<file path="src/rtl/acc_sequencer.sv">
// Control stage for the ALU + shift/count register pair: accepts one instruction
// per handshake and sequences the register strobes and ALU controls until retire.
module acc_sequencer #(
  parameter  int WIDTH   = 4,
  localparam int INSTR_W = WIDTH + 4
) (
  input  logic               clk,
  input  logic               rst_n,
  input  logic [INSTR_W-1:0] instr,
  input  logic               instr_valid,
  output logic               instr_ready,
  input  logic [WIDTH-1:0]   acc,
  input  logic [WIDTH-1:0]   alu_f,
  output logic [2:0]         alu_oc,
  output logic [WIDTH-1:0]   alu_a,
  output logic [WIDTH-1:0]   alu_b,
  output logic               reg_cl,
  output logic               reg_ld,
  output logic               reg_inc,
  output logic               reg_dec,
  output logic               reg_sr,
  output logic               reg_ir,
  output logic               reg_sl,
  output logic               reg_il,
  output logic [WIDTH-1:0]   reg_in,
  output logic               busy,
  output logic               done
);

  typedef enum logic [1:0] {
    IDLE = 2'b00,
    EXEC = 2'b01,
    DONE = 2'b10
  } state_t;

  localparam logic [2:0] FN_NOP = 3'b000;
  localparam logic [2:0] FN_LDI = 3'b001;
  localparam logic [2:0] FN_CLR = 3'b010;
  localparam logic [2:0] FN_INC = 3'b011;
  localparam logic [2:0] FN_DEC = 3'b100;
  localparam logic [2:0] FN_SHR = 3'b101;
  localparam logic [2:0] FN_SHL = 3'b110;
  localparam logic [2:0] FN_ROR = 3'b111;

  state_t           state_r;
  state_t           state_nxt_s;
  logic             cls_r;
  logic [2:0]       fn_r;
  logic [WIDTH-1:0] arg_r;
  logic [3:0]       cnt_r;

  logic             in_cls_s;
  logic [2:0]       in_fn_s;
  logic [WIDTH-1:0] in_arg_s;
  logic [3:0]       in_cnt_s;
  logic             accept_s;
  logic             skip_exec_s;

  assign in_cls_s = instr[INSTR_W-1];
  assign in_fn_s  = instr[INSTR_W-2:INSTR_W-4];
  assign in_arg_s = instr[WIDTH-1:0];
  assign in_cnt_s = 4'(in_arg_s);
  assign accept_s = instr_valid & instr_ready;

  // NOP and zero-count repeats retire without ever issuing a strobe.
  assign skip_exec_s = ~in_cls_s &
                       ((in_fn_s == FN_NOP) | ((in_fn_s >= FN_INC) & (in_cnt_s == 4'd0)));

  assign alu_oc = fn_r;
  assign alu_a  = acc;
  assign alu_b  = arg_r;

  // State register, latched instruction fields and repeat counter.
  always_ff @(posedge clk) begin
    if (!rst_n) begin
      state_r <= IDLE;
      cls_r   <= 1'b0;
      fn_r    <= 3'b000;
      arg_r   <= {WIDTH{1'b0}};
      cnt_r   <= 4'd0;
    end else begin
      state_r <= state_nxt_s;
      if (accept_s) begin
        cls_r <= in_cls_s;
        fn_r  <= in_fn_s;
        arg_r <= in_arg_s;
        cnt_r <= in_cnt_s;
      end else if ((state_r == EXEC) && (cnt_r != 4'd0)) begin
        cnt_r <= cnt_r - 4'd1;
      end
    end
  end

  // Next-state and Moore output decode; at most one register strobe per EXEC cycle.
  always_comb begin
    state_nxt_s = state_r;
    instr_ready = 1'b0;
    busy        = 1'b0;
    done        = 1'b0;
    reg_cl      = 1'b0;
    reg_ld      = 1'b0;
    reg_inc     = 1'b0;
    reg_dec     = 1'b0;
    reg_sr      = 1'b0;
    reg_ir      = 1'b0;
    reg_sl      = 1'b0;
    reg_il      = 1'b0;
    reg_in      = {WIDTH{1'b0}};
    case (state_r)
      IDLE: begin
        instr_ready = rst_n;
        if (accept_s) begin
          state_nxt_s = skip_exec_s ? DONE : EXEC;
        end else begin
          state_nxt_s = IDLE;
        end
      end
      EXEC: begin
        busy = 1'b1;
        if (cls_r) begin
          reg_ld      = 1'b1;
          reg_in      = alu_f;
          state_nxt_s = DONE;
        end else begin
          state_nxt_s = (cnt_r == 4'd1) ? DONE : EXEC;
          case (fn_r)
            FN_LDI: begin
              reg_ld      = 1'b1;
              reg_in      = arg_r;
              state_nxt_s = DONE;
            end
            FN_CLR: begin
              reg_cl      = 1'b1;
              state_nxt_s = DONE;
            end
            FN_INC: reg_inc = 1'b1;
            FN_DEC: reg_dec = 1'b1;
            FN_SHR: reg_sr  = 1'b1;
            FN_SHL: reg_sl  = 1'b1;
            FN_ROR: begin
              reg_sr = 1'b1;
              reg_ir = acc[0];
            end
            default: state_nxt_s = DONE;
          endcase
        end
      end
      DONE: begin
        busy        = 1'b1;
        done        = 1'b1;
        state_nxt_s = IDLE;
      end
      default: state_nxt_s = IDLE;
    endcase
  end

endmodule

</file>
<file path="config.mk">
export PLATFORM = sky130hd
export DESIGN_NAME = acc_sequencer
export DESIGN_NICKNAME = d
export VERILOG_FILES = /design/src/rtl/acc_sequencer.sv
export SDC_FILE = /design/constraint.sdc
export NUM_CORES = 1
export LEC_CHECK = 0
export ABC_AREA = 1
export CORE_MARGIN = 2
export CORE_UTILIZATION = 42
export DETAILED_ROUTE_END_ITERATION = 6
export GPL_ROUTABILITY_DRIVEN = 0
export HOLD_SLACK_MARGIN = 0.08
export PLACE_DENSITY = 0.83
export SETUP_SLACK_MARGIN = 0.02
export SLEW_MARGIN = 10
export SYNTH_ARGS = -nofsm -noshare
export SYNTH_HDL_FRONTEND = slang
export SYNTH_SLANG_ARGS = --single-unit
</file>
<file path="constraint.sdc">
create_clock -name clk -period 2.5 [get_ports clk]
set_clock_uncertainty 0.1 [all_clocks]
set_input_delay 0.25 -clock clk [delete_from_list [all_inputs] [get_ports clk]]
set_output_delay 0.25 -clock clk [all_outputs]
set_load 0.05 [all_outputs]
</file>
# == Word level (Yosys, flattened, before mapping) ==
# Cells that the tools add are included.
# word_totals
register_bits,14
out_inout_bits,26
# classes
n_addsub,1
order_cmp,1
eq_ne,10
n_mux,35
bitwise,5
n_reduce_logical,9
# op_table
operator,count
$mux 1,24
$mux 4,5
$eq 3x3->1 const B,4
$mux 2,5
$eq 3x2->1 const B,2
$reduce_or 5->1,1
$eq 4x1->1 const B,1
$logic_not 4->1,1
$pmux 2 s2,1
$reduce_bool 4->1,1
$reduce_or 2->1,2
$sub 4x1->4 const B,1
$and 1x1->1,3
$eq 3x1->1 const B,1
$ge 3x2->1 const B,1
$logic_not 3->1,1
$eq 2x1->1 const B,1
$eq 2x2->1 const B,1
$logic_not 2->1,1
$reduce_bool 2->1,1
$logic_and 1x1->1,1
$not 1->1,1
$or 1x1->1,1

# == Depth between registers and ports, before layout ==
# depth
ltp_word,7
ltp_mapped,10

# == Worst setup path before layout ==
# Ideal clock, no wire load.
# synth_path
path_kind,register -> output
from,"register fn_r[0], in the netlist alu_oc[0]"
to,output port reg_in[0]
arrival_ps,2175
t_required_ps,2150
setup_slack_ps,-25
path_stages_with_launch,5
path_buffers,0
cell_sequence,dfxtp_1 -> inv_1 -> o31ai_1 -> inv_1 -> nor3_1
# synth_via
elab_chain_cells,4
# synth_rtl
item,line,rtl
start: declaration,48,logic [2:0] fn_r;
start signal: assignment,85,fn_r <= in_fn_s;
$eq 3x1->1,126,case (fn_r)
$mux 4,126,
$mux 4,120,if (cls_r) begin
$mux 4,109,case (state_r)
end: declaration,25,"output logic [WIDTH-1:0] reg_in,"
# No other way between the ends.

# == Worst setup path after layout ==
# layout_path
from,register state_r[1]
to,output port reg_cl
# layout_via
elab_chain_cells,2
# layout_rtl
item,line,rtl
start: declaration,45,state_t state_r;
start signal: assignment,82,state_r <= state_nxt_s;
$eq 2x1->1,109,
$mux 1,109,
end: declaration,17,"output logic reg_cl,"
# No other way between the ends.

==> impl_metrics.csv <==
group,metric,value,unit
synth,ys_types,24,
die,die_w,50.5,µm
synth,synth_edf_count,0,
timing,min_period,2.32,ns
critical_path,reg2reg_slack,0.95,ns
synth,synth_top_cell_by_area,"dfxtp_1",
drt,drt-initial-drc-count,19,
drt,drt_wl_total,2420,µm
grt,track_usage,19.8,%
synth,synth-seq-cells,14,
timing,drv_slew,0,
die,fp.coreArea,2000,µm²
power,ir_worst_vdd,402,µV
clocking,cts.htree.levels,1,
critical_path,arrival,1.97,ns
clocking,cts_root_buffer,"clkbuf_4",
critical_path,worstPathMaxFanout,11,
die,dieArea,2550,µm²
cells_and_area,fill_cells,187,
synth,synth_area_leaders,"dfxtp_1, nand2_1, inv_1",
clocking,cts_num_sinks,14,
die,rows,16,
drt,via_per_inst,5.01,
clocking,clk_path_buf_depth,2,
grt,grt_antenna_before_repair,0,
cells_and_area,final_area,1270,µm²
synth,synthFlopType,"dfxtp_1",
cells_and_area,mostFrequentLayoutCell,"nand2_1",
synth,synth_seq_area_share,30.9,%
cells_and_area,final_util,63.7,%
die,num_io_pins,45,
placement,placed_area,1240,µm²
clocking,clk_pin_slew,0.08,ns
cells_and_area,nNetsFinal,198,
grt,grt_max_degree,16,
critical_path,max_stage_delay,0.56,ns
clocking,cts_setup_buffers,0,
placement,portBuffers,37,
drt,vias,1001,
critical_path,crit_required,2.15,ns
synth,synth_xor_area_share,0.966,%
timing,finalHoldViolations,0,
timing,slew_headroom,66.2,%
timing,tightest_slew,0.505,ns
drt,avgRoutedWirePerCell,12.1,µm
drt,drc,0,
drt,firstDrtPassIters,4,
synth,avgSynthCellArea,6.53,µm²
synth,synthMuxAreaShare,0,%
synth,synth_nets,163,
clocking,numCtsBuffers,3,
power,power_leakage,0.565,nW
power,powerDensity,489,nW/µm²
timing,rsz0062_at_grt,"no",
job,cap_violations,0,
clocking,cts_resized,4,
synth,syn_area,907,µm²
synth,yosysWarnings,0,
drt,antenna_left,0,
cells_and_area,drive_gt1_share,9.83,%
timing,fmax,0.430,GHz
critical_path,crit_path_start_kind,"flop",
grt,grt_first_pass_wirelength,3840,µm
worst_hold_path,hold_path_class,"flop to flop",
synth,synthCells,139,
grt,overflow,0,
critical_path,cp_cell_sequence,"inv_1 -> ha_1 -> nand2_1 -> nor3_1 -> dlygate4sd2_1",
timing,setup_viol,0,
synth,synth_compound_area_share,11.9,%
synth,async_flop_share,0,%
synth,synth_fa_ha_area_share,6.90,%
timing,finalCritPeriodShare,93.0,%
cells_and_area,final_cell_mix,"nand2_1, clkdlybuf4s50_1, inv_1",
die,initial_core_util,45.3,%
synth,synth_top_family_by_area,"simple AND/OR/NAND/NOR gates",
status,outcome,"finished, final reports clean",
clocking,hold_buffers,0,
placement,hpwl,1910,µm
critical_path,worst_path_max_delay_cell,"dlygate4sd2_1",
cells_and_area,syn2layout_area_growth,40.6,%
critical_path,end_kind,"output pin",
grt,grt_pass1_vias,955,
cells_and_area,diodes,0,
clocking,clock_latency,0.29,ns
synth,synth.top_cell.area_share,30.9,%
critical_path,crit_type,"flop to output pin",
die,die_h,50.5,µm
clocking,cts_tree,"built",
synth,synth-simple-area-share,35.3,%
## Yosys cell counts, types with 2 or more instances
library cell	number
dfxtp_1	14
nand3_1	11
ha_1	5
nor2_1	15
o21ai_0	10
nor3_1	7
nand2_2	2
nand4_1	2
nand2_1	30
inv_1	17
buf_4	5
a21oi_1	9
## per-stage QoR
step | setup slack, ns | total power [W] | cells | TNS, ns | hold WS (ns)
floorplan | -0.0250 | 0.000408 | 139 | -0.0999 | 0.263
global placement | 0.355 | 0.000456 | 196 | 0 | 0.372
detailed placement | 0.219 | 0.000461 | 196 | 0 | 0.377
CTS | 0.125 | 0.000626 | 200 | 0 | 0.391
global route | 0.0357 | 0.000658 | 200 | 0 | 0.400
finish | 0.175 | 0.000624 | 200 | 0 | 0.393
## report_power, final
part           switching (W)  internal [W]  leakage [nW]
Combinational       0.000128     0.0000760         0.429
Sequential         0.0000149      0.000239         0.115
Clock              0.0000770     0.0000887        0.0210
Total               0.000220      0.000404         0.565
## logic make-up after synthesis
kind of cell	after synthesis
flops	14
xor+xnor	1
compound gates	21
other cells	1
fa+ha+maj	5
simple gates	71
buf+inv	26
## routing by layer
metal | track usage [%] | wire length (µm)
met1 | 21.7 | 972
met2 | 37.5 | 1250
met3 | 3.27 | 168
met4 | 7.21 | 24
met5 | 0 | 0
## layout make-up
cell class | count | area (µm²) | area share [%]
well taps | 27 | 33.8 | 2.65
inverters | 19 | 71.3 | 5.59
flip-flops and latches | 14 | 280 | 22.0
multi-input cells | 99 | 503 | 39.5
clock buffers | 4 | 36.3 | 2.85
repair buffers | 37 | 350 | 27.5
## worst max-delay path: cells and delay by family (launching register included)
kind	cells	cell delay, ns
flip-flops	1	0.32
buffers and inverters	2	0.64
adder cells (fa/ha/maj)	1	0.36
AND/OR/NAND/NOR	2	0.37
## worst paths after layout
check	start	to	depth (start not counted)
max	state_r[1]	reg_cl	5
min	cnt_r[0]	cnt_r[0]	2
max reg2reg	state_r[0]	cnt_r[0]	9
min reg2reg	cnt_r[0]	cnt_r[0]	2
## state kept, by name (all words and copies together) (netlist names)
register  count
alu_b         4
cnt_r         4
alu_oc        3
state_r       2
cls_r         1
(Power assumes the default switching activity.)
